--- src/rtl/y86_mc_core.sv ---
// Multi-cycle Y86-style core: FETCH/DECODE/EXEC/MEM/WB sequencer over a single
// shared memory bus, eight general registers, one zero flag.
module y86_mc_core #(
    parameter int             DW       = 32,
    parameter logic [DW-1:0]  RESET_IP = '0,
    parameter int             BASE_REG = 6
) (
    input  logic          clk,
    input  logic          rst,
    output logic [DW-1:0] bus_A,
    input  logic [DW-1:0] bus_in,
    output logic [DW-1:0] bus_out,
    output logic          bus_RE,
    output logic          bus_WE,
    input  logic          bus_rdy,
    output logic          halted,
    output logic          trap,
    output logic [7:0]    current_opcode
);

    typedef enum logic [2:0] {FETCH, DECODE, EXEC, MEM, WB, STOP} state_t;

    localparam logic [2:0] BASE_IDX = 3'(BASE_REG);

    state_t        state;
    logic [DW-1:0] ip, ir, a, b, mar, mdrw, mdrr, c;
    logic [DW-1:0] r [0:7];
    logic          zf;

    logic [7:0]    opcode, disp8, dist8;
    logic [1:0]    mod;
    logic [2:0]    rd, rs;
    logic          is_load, is_store, is_move, is_add, is_sub, is_jnez, is_halt, legal;
    logic [DW-1:0] ilen, disp_x, dist_x, alu_out, next_ip;

    assign opcode = ir[7:0];
    assign mod    = ir[15:14];
    assign rd     = ir[10:8];
    assign rs     = ir[13:11];
    assign dist8  = ir[15:8];

    // A 16-bit IR has no displacement byte; treat it as zero there.
    generate
        if (DW >= 24) begin : g_disp
            assign disp8 = ir[23:16];
        end else begin : g_nodisp
            assign disp8 = '0;
        end
    endgenerate

    assign disp_x = {{(DW-8){disp8[7]}}, disp8};
    assign dist_x = {{(DW-8){dist8[7]}}, dist8};

    assign is_load  = (opcode == 8'h8B) && (mod == 2'd1);
    assign is_store = (opcode == 8'h89) && (mod == 2'd1);
    assign is_move  = (opcode == 8'h89) && (mod == 2'd3);
    assign is_add   = (opcode == 8'h01);
    assign is_sub   = (opcode == 8'h29);
    assign is_jnez  = (opcode == 8'h75);
    assign is_halt  = (opcode == 8'hF4);
    assign legal    = is_load | is_store | is_move | is_add | is_sub | is_jnez | is_halt;

    // Instruction length, ALU result and sequential next IP
    always_comb begin
        ilen = DW'(2);
        if (is_load || is_store) ilen = DW'(3);
        else if (is_halt)        ilen = DW'(1);

        alu_out = '0;
        if (is_load || is_store) alu_out = a + disp_x;
        else if (is_add)         alu_out = a + b;
        else if (is_sub)         alu_out = a - b;

        next_ip = ip + ilen + ((is_jnez && !zf) ? dist_x : '0);
    end

    // Bus strobes and address; everything idles to zero outside an access or in reset
    always_comb begin
        bus_A  = '0;
        bus_RE = 1'b0;
        bus_WE = 1'b0;
        if (!rst) begin
            if (state == FETCH) begin
                bus_A  = ip;
                bus_RE = 1'b1;
            end else if (state == MEM && is_load) begin
                bus_A  = mar;
                bus_RE = 1'b1;
            end else if (state == MEM && is_store) begin
                bus_A  = mar;
                bus_WE = 1'b1;
            end
        end
    end

    assign bus_out        = mdrw;
    assign current_opcode = ir[7:0];

    // Sequencer and all architectural / micro-architectural state
    always_ff @(posedge clk) begin
        if (rst) begin
            state  <= FETCH;
            ip     <= RESET_IP;
            zf     <= 1'b0;
            halted <= 1'b0;
            trap   <= 1'b0;
            ir     <= '0;
            a      <= '0;
            b      <= '0;
            mar    <= '0;
            mdrw   <= '0;
            mdrr   <= '0;
            c      <= '0;
            for (int unsigned i = 0; i < 8; i++) r[i] <= '0;
        end else begin
            case (state)
                FETCH: begin
                    if (bus_rdy) begin
                        ir    <= bus_in;
                        state <= DECODE;
                    end
                end
                DECODE: begin
                    a <= r[(is_load || is_store) ? BASE_IDX : rd];
                    b <= r[rs];
                    if (is_halt) begin
                        halted <= 1'b1;
                        state  <= STOP;
                    end else if (!legal) begin
                        trap  <= 1'b1;
                        state <= STOP;
                    end else begin
                        ip    <= next_ip;
                        state <= EXEC;
                    end
                end
                EXEC: begin
                    mar  <= alu_out;
                    c    <= is_move ? b : alu_out;
                    mdrw <= b;
                    if (is_add || is_sub) zf <= (alu_out == '0);
                    state <= MEM;
                end
                MEM: begin
                    if (is_load) begin
                        if (bus_rdy) begin
                            mdrr  <= bus_in;
                            state <= WB;
                        end
                    end else if (is_store) begin
                        if (bus_rdy) state <= WB;
                    end else begin
                        state <= WB;
                    end
                end
                WB: begin
                    if (is_load)                        r[rs] <= mdrr;
                    else if (is_add || is_sub || is_move) r[rd] <= c;
                    state <= FETCH;
                end
                STOP: state <= STOP;
                default: state <= FETCH;
            endcase
        end
    end

endmodule

--- config.mk ---
export PLATFORM = sky130hd
export DESIGN_NAME = y86_mc_core
export DESIGN_NICKNAME = d
export VERILOG_FILES = /design/src/rtl/y86_mc_core.sv
export SDC_FILE = /design/constraint.sdc
export NUM_CORES = 1
export LEC_CHECK = 0
export ABC_AREA = 1
export CORE_MARGIN = 2
export CORE_UTILIZATION = 30
export CTS_BUF_LIST = sky130_fd_sc_hd__clkbuf_8
export CTS_CLUSTER_DIAMETER = 150
export DETAILED_ROUTE_END_ITERATION = 10
export PLACE_DENSITY = 0.43
export SYNTH_ARGS = -nofsm -noshare
export SYNTH_HDL_FRONTEND = slang
export SYNTH_SLANG_ARGS = --single-unit
--- constraint.sdc ---
create_clock -name clk -period 9.2 [get_ports clk]
set_input_delay 2.3 -clock clk [delete_from_list [all_inputs] [get_ports clk]]
set_output_delay 2.3 -clock clk [all_outputs]
set_load 0.01 [all_outputs]
==> impl_metrics.tcl <==
set metrics [dict create \
    run_status "complete, no violations" \
    synth_top_family_by_area "simple AND/OR/NAND/NOR gates" \
    cp_common_cell "nand2_1" \
    synth_compound_area_share_pct 20.4 \
    initialDrtViolationCount 3321 \
    ys_warn_count 0 \
    core_sq_um 112000 \
    hold_viol 0 \
    via_per_inst 5.19 \
    numPlacedInstances 6226 \
    setup_violations 0 \
    clockRootBuffer "clkbuf_8" \
    dieArea_sq_um 115000 \
    relSlewSlack_pct 16.2 \
    nFillCells 12306 \
    final_common_cell "nand2_1" \
    worst_pin_slew_ns 1.26 \
    yosysSeqAreaShare_pct 37.8 \
    die_h_um 340 \
    timing.final.crit_share_pct 70.4 \
    synthXorXnorAreaFrac_pct 0.752 \
    p_clk_share_pct 32.9 \
    slew_violations 0 \
    final_cell_mix "nand2_1, nor2_1, inv_1, o21ai_0, a21oi_1" \
    critPathMaxFanout 32 \
    routed_wl_um 154000 \
    p_leak_nw 16.2 \
    synthAdderAreaFrac_pct 5.98 \
    cts_setup_buffers 0 \
    rr_worst_depth 15 \
    cts_resized 0 \
    fp-row-count 123 \
    synth_nets 5049 \
    p_comb_share_pct 28.5 \
    drive_gt1_share_pct 5.65 \
    dr_total_vias 33265 \
    synth_edf_count 256 \
    io_pins 111 \
    seqPwrFrac_pct 38.7 \
    final_cells 6404 \
    fin_tns_setup_ns 0 \
    async_reset_ff_share_pct 0 \
    cap_violations 0 \
    numCtsBuffers 98 \
    r2r-start "ir[1]" \
    cts.sinks 510 \
    antenna_found_initial 12 \
    required_ns 6.90 \
    wl_per_cell_um 24.0 \
    synth_flop_cell "edfxtp_1" \
    fmax_mhz 154 \
    hold_class "register to register" \
    p_sw_share_pct 38.7 \
    slowest_delay_ns 1.07 \
    syn2layout_area_growth_pct 12.0 \
    clkTransAtPathRegs_ns 0.06 \
    switching_power_mw 2.65 \
    crit_path_start_kind "register" \
    p_total_mw 6.86 \
    drc 0 \
    hold_path_depth 2 \
    grt_pass1_vias 30917 \
    synthSimpleGateAreaFrac_pct 24.7 \
    grt_pass1_wl_um 220000 \
    worstSetupEndpointType "primary output" \
    period_minus_slack_ns 6.48 \
    r2r-end "r[6][22]" \
    fin_util_pct 33.8 \
    powerDensity_nw_per_um2 181 \
    start_util_pct 30.2 \
    arrival_ns 4.18 \
    slowest_stage "nor2_2" \
    gp_congestion 0.986 \
    netlist_instances 4856 \
    avgSynthCellArea_sq_um 6.96 \
    ant_nets 0 \
    dieWidth_um 340 \
    vdd.ir_drop.worst_mv 0.102 \
    muxShareOfSynthArea_pct 0.0667 \
    clockBufferDepth 3 \
    r2r_slack_ns 4.23 \
    cts_tree "built" \
    grt_setup_unrepaired "false" \
    dp_hpwl_um 112000 \
    crit_chain "nand2_1 -> nor3_1 -> nand2_1 -> nor2_2 -> a21oi_1 -> a211oi_1 -> clkdlybuf4s50_1" \
    port_buffers 110 \
    grt_usage_pct 25.9 \
    nNetsFinal 5019 \
    worstSetupPathType "register to primary output" \
    fin_worst_skew_ns 0.0621 \
    grt_max_degree 134 \
    worstHoldEndpoint "mdrr[18]" \
    insertion_delay_ns 0.78 \
    globalRouteOverflowTotal 0 \
    netlist_area_sq_um 33800 \
    ys_ff_latch 510 \
    synthDistinctLibCells 54 \
    p_int_mw 4.20 \
    htreeDepth 3 \
    cts_hold_buf 0 \
    dr.pass1.iters 6 \
    hp-start "mdrr[18]" \
]
## registers in the layout, indices dropped and copies added (netlist names)
signal,cells
a,32
b,32
bus_out,32
c,32
halted,1
ip,32
ir,24
mar,32
mdrr,32
r,256
state,3
trap,1
zf,1
## cells in the mapped netlist (6+ instances only)
cell type  count  share of area (%)
o22ai_1       78                1.4
dfxtp_1      254                 15
edfxtp_1     256                 23
o21bai_1      17               0.38
inv_1        582                6.5
xor2_1        14               0.36
buf_6          7               0.23
nand3b_1       7               0.16
a21oi_1      433                6.4
o21ai_2       32               0.83
a211oi_1      12               0.27
o221ai_1      15               0.39
buf_1         13               0.14
nand4_1       38               0.70
nand2_2        7               0.13
nand3_1      283                4.2
buf_4         13               0.29
nand2_1     1003                 11
nor2_4         6               0.20
clkbuf_1     186                2.1
nor2_1       653                7.3
ha_1         152                5.6
o211ai_1     100                2.2
o21ai_0      475                7.0
nor3_1        23               0.34
inv_2         13               0.14
xnor2_1       15               0.39
o21ai_1       45               0.67
buf_2         61               0.90
fa_1           6               0.36
## per-stage QoR
step	area, sq um	hold WS [ns]	setup slack [ns]
floorplan	33800	0.430	3.45
global placement	35900	0.441	2.94
detailed placement	35900	0.449	2.88
CTS	37800	0.457	2.71
global route	37800	0.478	2.44
finish	37800	0.455	2.72
## power by group through the flow
| stage | combinational (mW) | clock, mW | sequential (mW) |
|---|---|---|---|
| after detailed placement | 1.92 | 0 | 2.69 |
| after global placement | 1.92 | 0 | 2.70 |
| final | 1.95 | 2.25 | 2.65 |
| after CTS | 1.93 | 2.30 | 2.65 |
| after global routing | 2.14 | 2.39 | 2.66 |
| after floorplan | 1.26 | 0 | 2.59 |
## worst max path at each step
stage | cells past startpoint | startpoint | slack [ns] | to
floorplan | 6 | rst | 3.45 | bus_A[0]
global placement | 5 | rst | 2.94 | bus_WE
detailed placement | 5 | rst | 2.88 | bus_WE
CTS | 7 | ir[7] | 2.71 | bus_A[18]
global route | 7 | ir[7] | 2.44 | bus_A[19]
finish | 7 | ir[7] | 2.72 | bus_A[19]
## kinds of logic (layout without fill, tap and decap cells)
group	count (synthesis)	count (layout)
AND/OR/NAND/NOR	2043	2043
AO/OA/AOI/OAI	1237	1237
buffers and inverters	877	922
flip-flops	510	510
adder cells (fa/ha/maj)	158	158
XOR/XNOR	29	29
multiplexers	2	2
other	0	3
## metal layers
metal	vias up	GRT usage, %	share of wire [%]
met5	-	0	0.018
met4	4	7.88	3.2
met3	213	3.10	6.1
met2	1189	39.4	43
met1	15755	38.1	48
li1	16104	-	-
## critical path: cells and delay by family (launching register included)
kind | cells | cell delay (ns)
DFF | 1 | 0.42
and+or+nand+nor | 4 | 2.00
AOI/OAI and AO/OA | 2 | 0.39
buffers and inverters | 1 | 0.58
## layout make-up
class                      instances  area, sq um  share of cell area, %
antenna                            3         7.51                 0.0198
timing repair buffer             150         1400                   3.70
sequential                       510        12800                   33.8
clock inverter                    60          324                  0.856
multi-input combinational       3469        17600                   46.6
clock buffer                     115         1580                   4.18
inverter                         597         2250                   5.95
tap                             1500         1880                   4.96
Power figures use the tool's default switching activity.
